<file path="src/rtl/multi_button_shaper.sv">
// Per-channel debouncer/pulse shaper for active-low buttons: 2-flop sync, 5-state FSM, one-cycle press pulse.
// Optional auto-repeat while held is enabled by defining MULTI_BUTTON_SHAPER_REPEAT_EN.
module multi_button_shaper #(
  parameter int unsigned N_CH          = 4,
  parameter int unsigned DEB_CYCLES    = 16,
  parameter int unsigned HOLD_CYCLES   = 1000,
  parameter int unsigned REPEAT_CYCLES = 250
) (
  input  logic            Clk,
  input  logic            Reset,
  input  logic [N_CH-1:0] ButtonIn,
  output logic [N_CH-1:0] PulseOut,
  output logic [N_CH-1:0] Pressed
);

  localparam int unsigned CW = 16;
  localparam logic [CW-1:0] DEB_LAST = CW'(DEB_CYCLES - 1);
`ifdef MULTI_BUTTON_SHAPER_REPEAT_EN
  localparam logic [CW-1:0] HOLD_LAST = CW'(HOLD_CYCLES - 1);
  localparam logic [CW-1:0] REP_LAST  = CW'(REPEAT_CYCLES - 1);
`endif

  typedef enum logic [2:0] {
    S_Idle     = 3'd0,
    S_PressDeb = 3'd1,
    S_Pulse    = 3'd2,
    S_Held     = 3'd3,
    S_RelDeb   = 3'd4
  } state_t;

  // Reject out-of-range configurations at elaboration.
  if (N_CH < 1 || N_CH > 16 || DEB_CYCLES < 2 || DEB_CYCLES > 65535 ||
      HOLD_CYCLES < 2 || HOLD_CYCLES > 65535 ||
      REPEAT_CYCLES < 2 || REPEAT_CYCLES > 65535) begin : g_bad_param
    $error("multi_button_shaper: parameter out of range");
  end

  logic [N_CH-1:0] r_meta;
  logic [N_CH-1:0] r_sync;
  state_t          r_state     [N_CH];
  state_t          w_state_nxt [N_CH];
  logic [CW-1:0]   r_cnt       [N_CH];
  logic [CW-1:0]   w_cnt_nxt   [N_CH];
  logic [N_CH-1:0] r_pulse;
  logic [N_CH-1:0] r_pressed;
`ifdef MULTI_BUTTON_SHAPER_REPEAT_EN
  logic [N_CH-1:0] r_rep;
  logic [N_CH-1:0] w_rep_nxt;
`endif

  // Next-state logic; each channel is evaluated independently.
  always_comb begin
`ifdef MULTI_BUTTON_SHAPER_REPEAT_EN
    w_rep_nxt = r_rep;
`endif
    for (int i = 0; i < int'(N_CH); i++) begin
      w_state_nxt[i] = r_state[i];
      w_cnt_nxt[i]   = r_cnt[i];
      case (r_state[i])
        S_Idle: begin
          if (!r_sync[i]) begin
            w_state_nxt[i] = S_PressDeb;
            w_cnt_nxt[i]   = CW'(1);
          end
        end
        S_PressDeb: begin
          if (r_sync[i]) begin
            w_state_nxt[i] = S_Idle;
            w_cnt_nxt[i]   = '0;
          end else if (r_cnt[i] == DEB_LAST) begin
            w_state_nxt[i] = S_Pulse;
          end else begin
            w_cnt_nxt[i] = r_cnt[i] + CW'(1);
          end
        end
        S_Pulse: begin
          w_state_nxt[i] = S_Held;
          w_cnt_nxt[i]   = '0;
        end
        S_Held: begin
          if (r_sync[i]) begin
            w_state_nxt[i] = S_RelDeb;
            w_cnt_nxt[i]   = CW'(1);
          end else begin
`ifdef MULTI_BUTTON_SHAPER_REPEAT_EN
            if ((!r_rep[i] && r_cnt[i] == HOLD_LAST) || (r_rep[i] && r_cnt[i] == REP_LAST)) begin
              w_state_nxt[i] = S_Pulse;
              w_cnt_nxt[i]   = '0;
              w_rep_nxt[i]   = 1'b1;
            end else begin
              w_cnt_nxt[i] = r_cnt[i] + CW'(1);
            end
`else
            w_cnt_nxt[i] = '0;
`endif
          end
        end
        S_RelDeb: begin
          if (!r_sync[i]) begin
            w_state_nxt[i] = S_Held;
            w_cnt_nxt[i]   = '0;
          end else if (r_cnt[i] == DEB_LAST) begin
            w_state_nxt[i] = S_Idle;
            w_cnt_nxt[i]   = '0;
          end else begin
            w_cnt_nxt[i] = r_cnt[i] + CW'(1);
          end
        end
        default: begin
          w_state_nxt[i] = S_Idle;
          w_cnt_nxt[i]   = '0;
        end
      endcase
`ifdef MULTI_BUTTON_SHAPER_REPEAT_EN
      if (w_state_nxt[i] == S_Idle) begin
        w_rep_nxt[i] = 1'b0;
      end
`endif
    end
  end

  // Synchroniser, state/counter registers and outputs registered from next state.
  always_ff @(posedge Clk) begin
    if (!Reset) begin
      r_meta    <= '1;
      r_sync    <= '1;
      r_pulse   <= '0;
      r_pressed <= '0;
`ifdef MULTI_BUTTON_SHAPER_REPEAT_EN
      r_rep     <= '0;
`endif
      for (int i = 0; i < int'(N_CH); i++) begin
        r_state[i] <= S_Idle;
        r_cnt[i]   <= '0;
      end
    end else begin
      r_meta <= ButtonIn;
      r_sync <= r_meta;
`ifdef MULTI_BUTTON_SHAPER_REPEAT_EN
      r_rep  <= w_rep_nxt;
`endif
      for (int i = 0; i < int'(N_CH); i++) begin
        r_state[i]   <= w_state_nxt[i];
        r_cnt[i]     <= w_cnt_nxt[i];
        r_pulse[i]   <= (w_state_nxt[i] == S_Pulse);
        r_pressed[i] <= (w_state_nxt[i] == S_Pulse) || (w_state_nxt[i] == S_Held) ||
                        (w_state_nxt[i] == S_RelDeb);
      end
    end
  end

  assign PulseOut = r_pulse;
  assign Pressed  = r_pressed;

endmodule

</file>
<file path="config.mk">
export PLATFORM = sky130hd
export DESIGN_NAME = multi_button_shaper
export DESIGN_NICKNAME = d
export VERILOG_FILES = /design/src/rtl/multi_button_shaper.sv
export SDC_FILE = /design/constraint.sdc
export NUM_CORES = 1
export LEC_CHECK = 0
export CAP_MARGIN = 20
export CORE_UTILIZATION = 35
export DETAILED_ROUTE_END_ITERATION = 8
export PLACE_DENSITY_LB_ADDON = 0.25
export SLEW_MARGIN = 10
export SYNTH_ARGS = -nofsm -noshare
export SYNTH_HDL_FRONTEND = slang
export SYNTH_SLANG_ARGS = --single-unit
</file>
<file path="constraint.sdc">
create_clock -name Clk -period 2.5 [get_ports Clk]
set_clock_uncertainty 0.05 [all_clocks]
set_input_delay 0.375 -clock Clk [delete_from_list [all_inputs] [get_ports Clk]]
set_output_delay 0.375 -clock Clk [all_outputs]
set_load 0.01 [all_outputs]
</file>
==> flow_metrics.tcl <==
set metrics [dict create \
    status "completed" \
    clkTransAtPathRegs_ps 70 \
    power_mw 3.108 \
    cts_root_buf "clkbuf_16" \
    place.gp.congestion 0.8330 \
    slew_viol_final 0 \
    yosysSeqAreaShare 0.3889 \
    ys_ff_latch 92 \
    nets 610 \
    min_path_cells 1 \
    hold_path_class "reg -> reg" \
    synthCells 586 \
    avgSynthCellArea_um2 8.082 \
    area_growth_pct 14.43 \
    antenna_found_initial 0 \
    final_cells 781 \
    num_rows 42 \
    relSlewSlack 0.5875 \
    dieArea_um2 14000 \
    cts_buffers 9 \
    tightest_slew_ps 610.2 \
    wl_um 10410 \
    synth_top_area_frac 0.3889 \
    grt_pass1_wl_um 17720 \
    die_w_um 118.3 \
    fmax_ghz 0.4356 \
    dp_hpwl_um 7227 \
    synth_area_um2 4736 \
    worst_slack_ps 204.1 \
    setup_violations 0 \
    antennaDiodeCount 0 \
    max_cap_violations 0 \
    fp.dieH_um 118.3 \
    end_kind "register" \
    port_buffers 13 \
    cp_data_arrival_time_ps 2490 \
    synth-edff-count 0 \
    worstReg2RegEnd "r_cnt[3][0]" \
    syn_nets 596 \
    placed_area_um2 5126 \
    postCtsHoldBufs 0 \
    avgRoutedWirePerCell_um 13.33 \
    dp_slack_ps 226.4 \
    fin_area_um2 5419 \
    ys_warn_count 0 \
    grtUsageMet2 0.2441 \
    tritoncts "done" \
    hp-start "r_meta[0]" \
    reg2reg_from "r_cnt[3][0]" \
    p_per_area_nw_per_um2 573.6 \
    final_antenna_net_count 0 \
    yosys-top-cells-area "dfxtp_1 39%, nor2_1 5.8%, a21oi_1 3.8%, xor2_1 3.7%, nand2_1 3.5%" \
    rrSetupSlack_ps 200 \
    grt_pass1_vias 3875 \
    yosysTopAreaCell "dfxtp_1" \
    drc_errors 0 \
    layout_commonest_cell "dfxtp_1" \
    post_cts_buffers 0 \
    final_cell_mix "92 x dfxtp_1, 73 x nor2_1, 44 x nand2_1" \
    p_leak_nw 1.888 \
    drive_gt1_frac 0.09256 \
    pin_count 14 \
    busiest_layer "met2" \
    synth.distinct_cells 61 \
    clock-sinks 92 \
    viasPerCell 5.385 \
    vdd_ir_drop_max_uv 346.9 \
    min_to "r_sync[0]" \
    cts_buffer_depth 2 \
    drtPass1Iterations 4 \
    grt-ovfl-total 0 \
    rr_worst_depth 6 \
    synth_ff_type "dfxtp_1" \
    use_met1 0.1982 \
    initial_core_util 0.3576 \
    post_cts_resized 0 \
    dp_cells 765 \
    worstSetupPathType "reg -> reg" \
    track_usage 0.1548 \
    drtIter0Drc 320 \
    vias 4206 \
    clk_latency_ps 350 \
    htreeDepth 3 \
    rsz0062_at_grt "no" \
    crit_fanout 9 \
    core_area_um2 13240 \
    timing.final.crit_period_ps 2296 \
    critPathLaunchType "register" \
    final-hold-violation-count 0 \
    cp.required_ps 2690 \
    period_share 0.9183 \
    async_flop_share 0 \
    tns_ps 0 \
    grt_max_degree 16 \
    grt_util_met3 0.03764 \
]
## worst max-delay path by stage
stage | startpoint | endpoint | slack, ps | cells past startpoint
final | r_cnt[3][0] | r_cnt[3][0] | 200 | 6
after global routing | r_cnt[3][0] | r_cnt[3][0] | 90 | 6
after CTS | r_cnt[3][0] | r_cnt[3][0] | 220 | 6
after detailed placement | r_cnt[3][0] | r_cnt[3][0] | 230 | 6
after global placement | r_cnt[3][0] | r_cnt[3][0] | 290 | 6
after floorplan | r_cnt[3][0] | r_cnt[3][0] | 190 | 8
## stage by stage
stage	hold slack, ps	util
after floorplan	336.3	-
after global placement	339.7	0.3871
after detailed placement	347.7	0.3871
after CTS	362.5	0.4092
after global routing	375.8	0.4092
final	356.7	0.4092
## power by group
group / internal [mW] / switching [mW] / total (mW)
clock network: 0.775 / 0.593 / 1.37
logic: 0.0913 / 0.112 / 0.203
registers: 1.49 / 0.0436 / 1.54
total: 2.36 / 0.748 / 3.11
## synth_stat cells (2+ instances only)
master and n:
and4_1 7, dfxtp_1 92, o21ai_0 17, nor3_1 16
nor4b_1 7, nor3b_1 4, or4_4 2, and3_1 17
clkbuf_1 28, nor4_1 17, buf_2 3, o311a_1 3
or2_2 4, o31a_1 2, or4_1 6, or3_1 10
nand3_1 24, or4b_2 3, nand3b_1 3, o31ai_1 6
a221oi_2 2, a21oi_1 36, a41oi_1 2, ha_1 4
o21a_1 4, nand4bb_1 2, nand4_1 20, o221ai_1 3
xor2_1 20, nor2_1 73, o211ai_1 5, xnor2_1 16
a21boi_0 3, o311ai_0 2, o21ai_1 2, nor2b_1 6
a31oi_1 10, nand2b_1 15, and2_1 5, inv_1 21
nand2_1 44
## per-layer routing
metal | up-vias | wire (um)
met1 | 1993 | 5148
met4 | 0 | 200
met2 | 51 | 4731
met3 | 15 | 326
li1 | 2147 | -
met5 | - | 0
## state kept, by name, summed over array words and instances, names as in the netlist
| register | flops |
|---|---|
| Pressed | 4 |
| r_meta | 4 |
| r_state | 12 |
| r_sync | 4 |
| r_cnt | 64 |
| PulseOut | 4 |
## cell families (layout without fill, tap and decap cells)
kind of cell | count (synthesis) | in the layout | share of synthesized area
DFF | 92 | 92 | 0.3889
AOI/OAI and AO/OA | 109 | 109 | 0.1540
buffers and inverters | 53 | 72 | 0.04439
muxes | 2 | 2 | 0.004491
adders and majority gates | 4 | 4 | 0.01057
and+or+nand+nor | 290 | 290 | 0.3310
xor gates and xnor gates | 36 | 36 | 0.06658
## worst max-delay path, stage by stage, from the launching register on
cell and delay (ps):
dfxtp_1 410, ha_1 180, or3b_1 370, or4_4 620, o21ai_4 200, nand2_2 90, o221a_1 260
## cell type report
type                       count  area, um^2
sequential                    92        1842
inverter                      21       78.83
clock buffer                  10       229.0
tap                          176       220.2
multi-input combinational    441        2690
fill                        1353        7824
clock inverter                 6       63.81
timing repair buffer          35       295.3
Note: power is estimated with default switching activity, not from simulation.
